File: src/rtl/axi4lite_apb_master.sv
// AXI4-Lite slave to APB master bridge: one-entry AW/W/AR holding slots feed an
// APB SETUP/ACCESS sequencer with at most one transfer in flight. Read and write
// arbitration alternates when both kinds are pending. An optional ACCESS watchdog
// ends a stuck transfer with SLVERR.
// Latency: a launch takes 3 cycles from the AXI handshake to B/R valid (SETUP,
// one ACCESS cycle, response). Each PREADY=0 cycle adds one cycle.
// Backpressure: xREADY is low while the matching slot is full. BVALID/RVALID are
// held with a stable payload until BREADY/RREADY.
// Ports: PCLK/PRESET (sync, active-high); AXI4-Lite AW/W/B/AR/R channels;
// APB master PADDR/PWRITE/PWDATA/PSTRB/PPROT/PSEL/PENABLE, slave returns
// PRDATA/PREADY/PSLVERR. All outputs come straight from flops.
module axi4lite_apb_master #(
  parameter int AW      = 32,
  parameter int DW      = 32,
  parameter int TIMEOUT = 0
) (
  input  logic            PCLK,
  input  logic            PRESET,
  input  logic [AW-1:0]   AWADDR,
  input  logic [2:0]      AWPROT,
  input  logic            AWVALID,
  output logic            AWREADY,
  input  logic [DW-1:0]   WDATA,
  input  logic [DW/8-1:0] WSTRB,
  input  logic            WVALID,
  output logic            WREADY,
  output logic [1:0]      BRESP,
  output logic            BVALID,
  input  logic            BREADY,
  input  logic [AW-1:0]   ARADDR,
  input  logic [2:0]      ARPROT,
  input  logic            ARVALID,
  output logic            ARREADY,
  output logic [DW-1:0]   RDATA,
  output logic [1:0]      RRESP,
  output logic            RVALID,
  input  logic            RREADY,
  output logic [AW-1:0]   PADDR,
  output logic            PWRITE,
  output logic [DW-1:0]   PWDATA,
  output logic [DW/8-1:0] PSTRB,
  output logic [2:0]      PPROT,
  output logic            PSEL,
  output logic            PENABLE,
  input  logic [DW-1:0]   PRDATA,
  input  logic            PREADY,
  input  logic            PSLVERR
);

  localparam int CW = (TIMEOUT > 0) ? $clog2(TIMEOUT + 1) : 1;
  // The watchdog fires in the ACCESS cycle whose count is TIMEOUT-1, so the
  // transfer spends exactly TIMEOUT cycles in ACCESS.
  localparam logic [CW-1:0] TO_LAST = (TIMEOUT > 0) ? CW'(TIMEOUT - 1) : '0;

  typedef enum logic [1:0] {IDLE, SETUP, ACCESS, RESP} state_t;

  state_t            state, state_nxt;
  logic              aw_full, w_full, ar_full;
  logic [AW-1:0]     aw_addr, ar_addr;
  logic [2:0]        aw_prot, ar_prot;
  logic [DW-1:0]     w_data;
  logic [DW/8-1:0]   w_strb;
  logic              cur_wr;   // kind of the transfer in flight
  logic              prio;     // 0: write wins the next tie, 1: read wins
  logic [CW-1:0]     to_cnt;

  logic pend_wr, pend_rd, to_hit;
  logic launch, launch_wr, finish, timed_out;

  assign pend_wr = aw_full & w_full;
  assign pend_rd = ar_full;
  assign to_hit  = (TIMEOUT != 0) && (to_cnt == TO_LAST);

  assign AWREADY = ~aw_full;
  assign WREADY  = ~w_full;
  assign ARREADY = ~ar_full;

  always_comb begin
    state_nxt = state;
    launch    = 1'b0;
    launch_wr = 1'b0;
    finish    = 1'b0;
    timed_out = 1'b0;
    case (state)
      IDLE: begin
        if (pend_wr || pend_rd) begin
          launch    = 1'b1;
          launch_wr = pend_wr && (!pend_rd || !prio);
          state_nxt = SETUP;
        end
      end
      SETUP: state_nxt = ACCESS;
      ACCESS: begin
        // PREADY takes precedence over a watchdog expiring in the same cycle.
        if (PREADY) begin
          finish    = 1'b1;
          state_nxt = RESP;
        end else if (to_hit) begin
          finish    = 1'b1;
          timed_out = 1'b1;
          state_nxt = RESP;
        end
      end
      RESP: begin
        if ((BVALID && BREADY) || (RVALID && RREADY)) state_nxt = IDLE;
      end
      default: state_nxt = IDLE;
    endcase
  end

  always_ff @(posedge PCLK) begin
    if (PRESET) state <= IDLE;
    else        state <= state_nxt;
  end

  always_ff @(posedge PCLK) begin
    if (PRESET) begin
      aw_full <= 1'b0;  w_full  <= 1'b0;  ar_full <= 1'b0;
      aw_addr <= '0;    aw_prot <= '0;    ar_addr <= '0;   ar_prot <= '0;
      w_data  <= '0;    w_strb  <= '0;
      cur_wr  <= 1'b0;  prio    <= 1'b0;  to_cnt  <= '0;
      PADDR   <= '0;    PWRITE  <= 1'b0;  PWDATA  <= '0;   PSTRB   <= '0;
      PPROT   <= '0;    PSEL    <= 1'b0;  PENABLE <= 1'b0;
      BVALID  <= 1'b0;  BRESP   <= '0;
      RVALID  <= 1'b0;  RRESP   <= '0;    RDATA   <= '0;
    end else begin
      if (AWVALID && !aw_full) begin
        aw_full <= 1'b1;
        aw_addr <= AWADDR;
        aw_prot <= AWPROT;
      end
      if (WVALID && !w_full) begin
        w_full <= 1'b1;
        w_data <= WDATA;
        w_strb <= WSTRB;
      end
      if (ARVALID && !ar_full) begin
        ar_full <= 1'b1;
        ar_addr <= ARADDR;
        ar_prot <= ARPROT;
      end

      if (launch) begin
        PSEL    <= 1'b1;
        PENABLE <= 1'b0;
        PWRITE  <= launch_wr;
        cur_wr  <= launch_wr;
        if (pend_wr && pend_rd) prio <= ~prio;
        if (launch_wr) begin
          PADDR  <= aw_addr;
          PPROT  <= aw_prot;
          PWDATA <= w_data;
          PSTRB  <= w_strb;
        end else begin
          // PWDATA deliberately keeps the last write data on reads.
          PADDR <= ar_addr;
          PPROT <= ar_prot;
          PSTRB <= '0;
        end
      end

      if (state == SETUP) begin
        PENABLE <= 1'b1;
        to_cnt  <= '0;
      end
      if (state == ACCESS && !PREADY) to_cnt <= to_cnt + CW'(1);

      // Slots are released on entry to RESP, so the master can queue the
      // next request while this response waits for BREADY/RREADY.
      if (finish) begin
        PSEL    <= 1'b0;
        PENABLE <= 1'b0;
        if (cur_wr) begin
          BVALID  <= 1'b1;
          BRESP   <= (timed_out || PSLVERR) ? 2'b10 : 2'b00;
          aw_full <= 1'b0;
          w_full  <= 1'b0;
        end else begin
          RVALID  <= 1'b1;
          RRESP   <= (timed_out || PSLVERR) ? 2'b10 : 2'b00;
          RDATA   <= timed_out ? '0 : PRDATA;
          ar_full <= 1'b0;
        end
      end

      if (BVALID && BREADY) BVALID <= 1'b0;
      if (RVALID && RREADY) RVALID <= 1'b0;
    end
  end

endmodule

File: config.mk
export PLATFORM = sky130hd
export DESIGN_NAME = axi4lite_apb_master
export DESIGN_NICKNAME = d
export VERILOG_FILES = /design/src/rtl/axi4lite_apb_master.sv
export SDC_FILE = /design/constraint.sdc
export NUM_CORES = 1
export LEC_CHECK = 0
export ABC_AREA = 0
export CORE_MARGIN = 2
export CORE_UTILIZATION = 40
export CTS_CLUSTER_DIAMETER = 30
export DETAILED_ROUTE_END_ITERATION = 8
export PLACE_DENSITY_LB_ADDON = 0.08
export SETUP_SLACK_MARGIN = 0.1
export SLEW_MARGIN = 20
export SYNTH_ARGS = -nofsm -noshare
export SYNTH_HDL_FRONTEND = slang
export SYNTH_SLANG_ARGS = --single-unit
File: constraint.sdc
create_clock -name PCLK -period 1.5 [get_ports PCLK]
set_input_delay 0.3 -clock PCLK [delete_from_list [all_inputs] [get_ports PCLK]]
set_output_delay 0.3 -clock PCLK [all_outputs]
set_load 0.02 [all_outputs]
### Yosys cells after proc, flatten, opt, wreduce, memory -nomap -nowiden

Cells that the tools add are included.

* output and inout bits: 115
* flip-flop bits (word level): 224

* mux-type cells: 25
* eq/ne operators: 6
* reductions and logical operators: 24
* bitwise gates (word level): 6

Operators by type and width (number)
* 32-bit two-way mux: 1
* 1-bit two-way mux: 17
* 2-bit two-way mux: 4
* 2-bit case mux with 4 select lines: 1
* 2-bit AND reduction: 4
* 1-bit logical AND: 7
* 2-bit inequality test, second input constant: 3
* 2-bit OR reduction: 3
* 1-bit inverter: 5
* 2-bit == test, second input constant: 2
* 1-bit zero test: 4
* 4-bit two-way mux: 1
* 1-bit logical OR: 3
* 3-bit two-way mux: 1
* 3-bit AND reduction: 1
* 2-bit by 1-bit == test with 1-bit output, second input constant: 1
* 2-bit zero test: 1
* 2-bit nonzero test: 1
* 1-bit bitwise AND: 1

### Depth between registers and ports, before layout

Gate-level depths: netlist of run 1.

* word-level depth: 6
* gate-level depth with buffers: 8
* mapped depth without buffers: 5

### Worst setup path before layout of run 1

OpenSTA, ideal clock, no wires.

* kind: reg-to-reg
* start: register state[0]
* end: register state[0]
* arrival: 1494 ps
* setup time: 72 ps
* slack: -66 ps
* stages on the path, launching flop included: 6
* buffers on the path: 1
* path through: dfxtp_1 > inv_1 > ha_1 > buf_2 > a222oi_1 > mux2i_1

* word-level cells in the longest chain between the ends: 3
* elaborated cells between the ends (all ways): 9
* classes of those cells: eq/ne: 6; mux: 1; reduce/logical: 2

RTL lines
* start, declared: RTL line 57 `state_t state, state_nxt;`
* start signal, assigned: RTL line 113 `else state <= state_nxt;`
* 2-bit == test / 2-bit zero test (equally long branches): RTL line 84 `case (state)`
* 2-bit inequality test (no line)
* 3-bit AND reduction (no line)

Several ways; a longest one is shown, not always the timed one.
A chain may end at the register's enable or synchronous reset.

### Worst setup path in the final report of run 1

* start: register state[1]
* end: register PADDR[18]

* word-level cells in the longest chain between the ends: 3
* elaborated cells between the ends (all ways): 4
* classes of those cells: mux: 3; reduce/logical: 1

RTL lines
* 2-bit zero test (*): RTL line 84
* 1-bit two-way mux: RTL line 84
* 32-bit two-way mux: RTL line 149 `if (launch_wr) begin`
* end signal, assigned: RTL line 150 `PADDR <= aw_addr;`
* end signal, assigned: RTL line 156 `PADDR <= ar_addr;`
* end, declared: RTL line 38 `output logic [AW-1:0] PADDR,`

Every way passes the cells marked *; elsewhere a longest branch is shown, timed or not.

==> results.tsv, run 1 <==
stage	metric	value	unit
finish	multiInputGateArea	3650	µm²
finish	postLayoutCellArea	12900	µm²
die	start_util	0.404	
yosys	synth_top_family_by_area	compound AO/OA/AOI/OAI gates	
sta	finalCritPeriodShare	0.988	
route	drc_errors	0	
yosys	synth_compound_area_frac	0.217	
sta	finClkSkew	10.6	ps
worst_setup_path	path_class	reg2reg	
worst_setup_path	worstPathCellList	inv_2, ha_4, and3_4, clkbuf_16, nand3_2, a311oi_1	
yosys	synth_xor_area_frac	0	
sta	hold_slack	151	ps
finish	nFillCells	1891	
yosys	yosys.area.top_type_share	0.528	
clock_tree	htree_levels	2	
yosys	synth_edf_count	0	
clock_tree	cts_tree	done	
finish	regArea	4460	µm²
worst_setup_path	crit_path_end_kind	flop	
min_path	worstHoldPathType	in2reg	
yosys	yosys.area_share.simple	0.183	
yosys	synth_top_area_cell	dfxtp_1	
clock_tree	worstSkewPairLatency	520	ps
yosys	synthTopCellsByCount	nand2_1, dfxtp_1, a21oi_1	
yosys	syn_area	8420	µm²
placed_design	placed_area	11700	µm²
route	routedWlPerCell	16.4	µm
yosys	yosysSeqAreaShare	0.528	
global_routing	grt-ovfl-total	0	
route	antenna_left	0	
global_routing	grt_pass1_wl	41500	µm
clock_tree	numClockSinks	222	
route	dr.pass1.iters	5	
placed_design	dp_slack	-109	ps
yosys	avgSynthCellArea	8.06	µm²
die	ioPinCount	262	
die	die_height	149	µm
worst_setup_path	cp_top_family	flip-flops	
pwr	p_leak	4.99	nW
route	num_vias	8332	
worst_setup_path	crit_slowest_cell	dfxtp_2	
global_routing	met3_usage	0.0514	
yosys	synth_fa_ha_area_frac	0.00743	
outcome	status	completed	
yosys	synth_cell_types	36	
placed_design	place_congestion	0.773	
sta	maxSlewViolCount	0	
sta	hold_viol_final	0	
worst_setup_path	critical_path_required	1910	ps
placed_design	portBuffers	259	
pwr	pwr_density_cell	1650	nW/µm²
yosys	synth.most_common_cell	nand2_1	
global_routing	first_global_vias	7923	
worst_setup_path	cp.buffers_inverters	2	
route	dr.first_iter.drc_count	445	
placed_design	dp_hpwl	16700	µm
global_routing	grt_max_degree	59	
route	wl	26600	µm
sta	setup_viol	0	
global_routing	grt_usage	0.232	
sta	fin_ws	18.6	ps
finish	num_antenna_cells	0	
finish	syn_to_final_growth	52.8	%
worst_setup_path	cpPeakStageDelay	320	ps
die	die-area	22200	µm²
clock_tree	numCtsBuffers	42	
clock_tree	cts.clk_slew.worst_paths	50	ps
sta	max_freq	675	MHz
global_routing	grt_busiest_layer	met2	
run	cap_violations	0	
yosys	synth_async_sr_flop_share	0	
finish	final_nets	1462	
die	coreArea	20800	µm²
sta	rsz0062_at_grt	true	
yosys	ys_seq_elements	222	
yosys	synthMuxAreaShare	0.00624	
clock_tree	ctsLongestPathBuffers	3	
die	fp.dieW	149	µm
yosys	syn_inst	1045	
route	vias_per_cell	5.15	
pwr	total_power	21.2	mW
global_routing	antenna_found_initial	0	
pwr	ir_worst_vdd	0.865	mV
worst_setup_path	cp-start-kind	flop	
yosys	synth.area.top_cells	dfxtp_1, a21oi_1, nand2_1	
die	fp-row-count	53	
clock_tree	cts_root_buf	clkbuf_16	
yosys	ys_warn_count	0	
yosys	ys.flop_type	dfxtp_1	
finish	drive_gt1_frac	0.218	
global_routing	grt.met2_usage	0.381	
worst_setup_path	critPathArrivalTime	1900	ps
worst_setup_path	worst-path-max-fanout	8	
global_routing	use_met1	0.309	
sta	min_period	1480	ps
## worst paths after layout
| kind | start | end | slack (ps) | cells past startpoint |
|---|---|---|---|---|
| setup / recovery | state[1] | PADDR[18] | 20 | 6 |
| hold / removal | PRESET | RVALID | 150 | 2 |
| hold reg to reg | RDATA[1] | RDATA[1] | 450 | 2 |
| setup reg to reg | state[1] | PADDR[18] | 20 | 6 |
## layout by cell type (no fill, tap or decap), drive strengths merged
master,netlist,final
nor3,1,1
dfxtp,222,222
buf,42,173
clkbuf,58,56
clkdlybuf4s50,0,145
o21a,4,4
nor2b,1,1
nand3b,1,1
clkinv,0,7
nand3,73,73
or3,1,1
ha,5,5
nor2,5,5
nand2b,6,6
a31oi,1,1
and2,1,1
nand2,280,280
mux2i,3,3
bufinv,0,6
a21boi,1,1
a21oi,214,214
a311oi,35,35
and3,1,1
mux2,2,2
and2b,2,2
a21o,1,1
conb,1,2
and3b,1,1
inv,7,13
a22oi,1,1
clkinvlp,0,5
o21bai,1,1
a222oi,1,1
o21ai,73,73
## power breakdown
part / internal, mW / switching [mW]
sequential: 6.57 / 0.359
clock: 6.57 / 3.18
combinational: 1.94 / 2.61
total: 15.1 / 6.15
## per-layer routing
layer / vias up / share of wire
met5: - / 0
met3: 35 / 0.073
met1: 3899 / 0.44
met4: 0 / 0.015
met2: 275 / 0.47
li1: 4123 / -
## sequential cells by signal, indices dropped and copies added (netlist names), 2 cells and up
name / flops
ar_prot: 3
PADDR: 32
PSTRB: 4
w_strb: 4
aw_addr: 32
PWDATA: 32
RDATA: 32
ar_addr: 32
state: 2
w_data: 32
PPROT: 3
aw_prot: 3
## what timing repair did
action / CTS / global route
cloned: 0 / 2
buffers inserted: 0 / 2
endpoints found under the setup margin: 211 / 113
pin swaps: 2 / 11
gates resized for setup: 480 / 37
hold buffers: 0 / 0
## area by class of cell
cell class / count / area share
clock buffers: 54 / 0.0907
clock inverters: 24 / 0.0249
inverters: 7 / 0.00224
multi-input cells: 717 / 0.284
flip-flops and latches: 222 / 0.346
well taps: 275 / 0.0267
repair buffers: 320 / 0.225
## per-stage QoR
stage                     setup TNS, ps  std cells   util
final                                 0       1619  0.618
after global routing               -737       1619  0.618
after detailed placement          -3050       1537  0.560
after CTS                             0       1615  0.607
after global placement            -2170       1537  0.560
after floorplan                       0       1046      -
## worst reg2reg max path, delay by kind of cell (launching register included)
family,cells,cell delay (ps)
AOI/OAI and AO/OA,1,290
adders and majority gates,1,170
buffers and inverters,2,280
DFF,1,320
and+or+nand+nor,2,320
## cell families after synthesis
| group | Yosys count |
|---|---|
| mux | 5 |
| simple gates | 373 |
| other cells | 1 |
| compound gates | 332 |
| flops | 222 |
| fa+ha+maj | 5 |
| buf+inv | 107 |
Note: power is estimated with default switching activity, not from simulation.
==> run 2, diff against run 1 <==
- CORE_MARGIN: 2 -> unset
==> run 2 against run 1 <==
  * The run now ends with setup timing left
  * Clock skew up 7.8 ps
  * Sequential power hardly changed
  * Via count increased by 2.8%
  * Cell area grew 6.0%
  * Critical path type unchanged
==> results.tsv, run 2 (synthesized netlist as in run 1, its figures left out) <==
stage	metric	value	unit
route	dr.first_iter.drc_count	499	
clock_tree	postCtsHoldBufs	0	
placed_design	portBuffers	259	
clock_tree	ctsLongestPathBuffers	3	
clock_tree	cts_root_buf	clkbuf_16	
global_routing	grt_max_degree	67	
route	num_vias	8565	
placed_design	place_congestion	0.759	
min_path	hold_end	cur_wr	
die	coreArea	20400	µm²
route	wl	28800	µm
pwr	switchingPower	6.73	mW
placed_design	placed_cells	1529	
worst_setup_path	cp-start-kind	flop	
finish	num_antenna_cells	0	
pwr	intPower	16.7	mW
pwr	switching_share	0.288	
route	antenna_left	0	
placed_design	dp_slack	-227	ps
finish	final_cell_mix	nand2_1, dfxtp_1, a21oi_1, clkdlybuf4s50_1, buf_2	
pwr	power_frac_seq	0.296	
run	cap_violations	0	
global_routing	antenna_found_initial	0	
worst_setup_path	critPathArrivalTime	2060	ps
clock_tree	cts.clk_slew.worst_paths	50	ps
die	fp-row-count	52	
global_routing	grt-ovfl-total	0	
global_routing	grt_pass1_wl	43600	µm
worst_setup_path	worst-path-max-fanout	5	
finish	drive_gt1_frac	0.268	
global_routing	first_global_vias	8232	
pwr	pwr_density_cell	1720	nW/µm²
clock_tree	numCtsBuffers	49	
clock_tree	numClockSinks	222	
sta	maxSlewViolCount	0	
pwr	clockPowerShare	0.480	
die	die-area	21600	µm²
clock_tree	cts_tree	done	
sta	min_period	1580	ps
sta	tightestPinTransition	578	ps
die	fp.dieW	147	µm
worst_setup_path	reg2reg_slack	-80	ps
worst_setup_path	path_class	reg2reg	
worst_setup_path	worstReg2RegStart	state[0]	
die	ioPinCount	262	
worst_setup_path	r2r-end	PWDATA[9]	
clock_tree	worstSkewPairLatency	540	ps
sta	slew_headroom	0.614	
min_path	worstHoldStart	PRESET	
min_path	min_path_cells	2	
placed_design	dp_hpwl	16400	µm
sta	finClkSkew	18.4	ps
finish	mostFrequentLayoutCell	nand2_1	
finish	regArea	4450	µm²
finish	final_cells	1652	
finish	multiInputGateArea	3800	µm²
die	start_util	0.412	
finish	final_nets	1496	
sta	setup_viol	55	
sta	finalCritPeriodShare	1.06	
sta	fin_ws	-84.4	ps
min_path	worstHoldPathType	in2reg	
sta	max_freq	631	MHz
worst_setup_path	ff2ff_path_depth	9	
global_routing	grt_usage	0.251	
route	routedWlPerCell	17.4	µm
worst_setup_path	critical_path_required	1970	ps
route	dr.pass1.iters	5	
outcome	violations	setup timing	
finish	nFillCells	1766	
outcome	status	complete, but fails checks	
route	vias_per_cell	5.18	
pwr	ir_worst_vdd	1.05	mV
sta	hold_viol_final	0	
pwr	total_power	23.4	mW
clock_tree	htree_levels	2	
finish	syn_to_final_growth	62.1	%
die	die_height	147	µm
worst_setup_path	crit_path_end_kind	flop	
pwr	pwr-share-comb	0.224	
sta	rsz0062_at_grt	true	
route	drc_errors	0	
pwr	p_leak	5.32	nW
==> run 2: power by group through the flow <==
| stage | Sequential, mW | Clock [mW] | Combinational [mW] |
|---|---|---|---|
| floorplan | 7.50 | 0 | 1.94 |
| global placement | 7.01 | 0 | 4.64 |
| detailed placement | 7.02 | 0 | 4.69 |
| CTS | 6.91 | 11.4 | 4.71 |
| global route | 7.00 | 11.7 | 5.60 |
| finish | 6.93 | 11.2 | 5.24 |
==> run 2: how the worst max path moves through the flow <==
stage,from,endpoint,slack [ps],cells past startpoint
6_report,state[0],PWDATA[9],-80,9
5_1_grt,state[0],PWDATA[9],-160,9
4_1_cts,state[1],PADDR[5],-30,8
3_5_place_dp,state[1],PADDR[10],-230,5
3_3_place_gp,state[1],PADDR[19],-190,5
2_1_floorplan,state[1],state[0],70,5
==> run 2: final cells by class <==
| class | instances | area share |
|---|---|---|
| sequential | 222 | 0.326 |
| clock inverter | 32 | 0.0329 |
| tap | 270 | 0.0248 |
| inverter | 7 | 0.00211 |
| clock buffer | 57 | 0.0950 |
| timing repair buffer | 346 | 0.240 |
| multi-input combinational | 718 | 0.279 |
==> run 2: critical path: stages, from the launching register on <==
cell and delay (ps):
dfxtp_2 320, inv_2 70, ha_4 130, buf_6 110, and3_4 250, buf_4 150, clkbuf_16 140, buf_4 120
nand3_1 100, a21oi_2 130
==> run 2: per-layer routing <==
layer / wire length (µm) / global-route usage / part of all wire / up-vias
met4: 767 / 0.102 / 0.027 / 0
met3: 1930 / 0.0640 / 0.067 / 52
met1: 12400 / 0.328 / 0.43 / 4044
met5: 0 / 0 / 0 / -
li1: - / - / - / 4194
met2: 13600 / 0.396 / 0.47 / 275
==> run 2: stage by stage <==
step | hold slack [ps] | utilization | cell area, µm² | setup TNS [ps]
after global routing | 104 | 0.668 | 13600 | -8800
after CTS | 77.7 | 0.642 | 13100 | -444
final | 99.7 | 0.668 | 13600 | -1550
after global placement | 439 | 0.568 | 11600 | -9940
after floorplan | 410 | - | 8460 | 0
after detailed placement | 444 | 0.568 | 11600 | -12630
==> run 2: what timing repair did <==
| action | CTS | global route |
|---|---|---|
| setup buffers | 14 | 6 |
| endpoints found under the setup margin | 220 | 136 |
| pin swaps | 15 | 41 |
| gates cloned | 5 | 10 |
| gates resized for setup | 486 | 80 |
==> run 3, diff against run 2 <==
- CELL_PAD_IN_SITES_DETAIL_PLACEMENT: unset -> 0
- CELL_PAD_IN_SITES_GLOBAL_PLACEMENT: unset -> 1
- CORE_UTILIZATION: 40 -> 30
- SKIP_CTS_REPAIR_TIMING: unset -> 1
==> run 3 against run 2 <==
  * The flow still finishes with violations (setup timing)
  * Register-to-register slack improved by 20 ps
  * Count of clock-buffer cells in the layout is 22 higher
  * Global-route usage shrank 5.5 points
  * Die area rose by 33%
  * Maximum frequency increased by 1.6%
  * Sequential power rose by 0.9%
  * Final cell count grew 6.2%
  * First-iteration DRC count is 8.4% lower
  * Clock skew decreased by 8.6 ps
  * Sequential cell count did not move
  * Wire length rose by 5.3%
  * Largest power group unchanged
==> results.tsv, run 3 (synthesized netlist as in run 1, its figures left out) <==
stage	metric	value	unit
placed_design	dp_slack	-120	ps
sta	min_period	1560	ps
sta	max_freq	641	MHz
route	dr.pass1.iters	5	
placed_design	portBuffers	259	
global_routing	grt_max_degree	46	
route	num_vias	8546	
worst_setup_path	critical_path_required	1940	ps
worst_setup_path	crit_path_end_kind	flop	
clock_tree	cts_tree	done	
pwr	p_leak	5.45	nW
route	drc_errors	0	
global_routing	first_global_vias	8180	
sta	setup_viol	44	
die	fp.dieW	170	µm
placed_design	place_congestion	0.728	
clock_tree	numClockSinks	222	
pwr	pwr_density_cell	1670	nW/µm²
placed_design	placed_area	11800	µm²
sta	fin_ws	-59.7	ps
route	wl	30300	µm
clock_tree	cts.clk_slew.worst_paths	40	ps
clock_tree	htree_levels	2	
min_path	worstHoldPathType	in2reg	
route	routedWlPerCell	17.3	µm
global_routing	grt-ovfl-total	0	
sta	finalCritPeriodShare	1.04	
sta	finClkSkew	9.80	ps
finish	final_nets	1491	
outcome	violations	setup timing	
sta	hold_viol_final	0	
global_routing	grt_usage	0.196	
finish	syn_to_final_growth	67.9	%
die	coreArea	27300	µm²
worst_setup_path	cp-start-kind	flop	
route	vias_per_cell	4.87	
run	cap_violations	0	
die	die_height	170	µm
global_routing	grt_pass1_wl	44700	µm
finish	postLayoutCellArea	14100	µm²
worst_setup_path	critPathArrivalTime	2000	ps
finish	final_cell_mix	nand2_1, dfxtp_1, a21oi_1, clkdlybuf4s50_1, clkbuf_2	
worst_setup_path	worst-path-max-fanout	6	
sta	rsz0062_at_grt	true	
die	ioPinCount	262	
clock_tree	worstSkewPairLatency	540	ps
sta	tns	-1010	ps
die	fp-row-count	60	
outcome	status	complete, but fails checks	
global_routing	antenna_found_initial	0	
die	start_util	0.309	
sta	hold_slack	120	ps
clock_tree	cts_root_buf	clkbuf_16	
die	die-area	28700	µm²
placed_design	dp_hpwl	18000	µm
route	antenna_left	0	
clock_tree	numCtsBuffers	55	
route	dr.first_iter.drc_count	457	
finish	utilization	0.519	
pwr	ir_worst_vdd	0.752	mV
finish	drive_gt1_frac	0.294	
sta	maxSlewViolCount	0	
finish	mostFrequentLayoutCell	nand2_1	
worst_setup_path	path_class	reg2reg	
clock_tree	ctsLongestPathBuffers	3	
run 3: per-layer routing:
layer	vias to the layer above	GRT usage	wire (µm)
met3	42	0.0469	1770
met2	241	0.312	14000
met1	4085	0.260	14000
met5	-	0	0
met4	0	0.0670	558
li1	4178	-	-
run 3: critical path: stages (launching register included):
cell,delay [ps]
dfxtp_2,330
buf_6,110
buf_6,120
ha_4,170
and3b_2,300
buf_4,160
buf_4,130
nor3_1,160
run 3: final cells by class:
type | instances | area [µm²]
timing repair buffer | 336 | 3190
sequential | 222 | 4460
antenna | 1 | 2.50
clock buffer | 79 | 1640
inverter | 7 | 28.8
fill | 2615 | 13100
multi-input combinational | 717 | 4170
tap | 372 | 465
clock inverter | 20 | 180
run 3: metrics by stage:
| step | total power [mW] | cells |
|---|---|---|
| floorplan | 9.43 | 1046 |
| global placement | 11.9 | 1632 |
| detailed placement | 11.9 | 1632 |
| CTS | 23.4 | 1731 |
| global route | 24.7 | 1753 |
| finish | 23.6 | 1754 |
run 3: final timing paths:
path                                   from           to  slack (ps)  cells after the start
worst max-delay path               state[1]      ar_full         -60                      7
worst min-delay path                 PRESET    RDATA[23]         120                      2
worst max register to register     state[1]      ar_full         -60                      7
worst min register to register  ar_addr[27]  ar_addr[27]         450                      2
run 3: where the power goes:
part	leakage, nW	switching [mW]	internal (mW)
Sequential	1.82	0.402	6.58
Clock	0.908	3.40	7.95
Combinational	2.73	2.96	2.35
Total	5.45	6.76	16.9
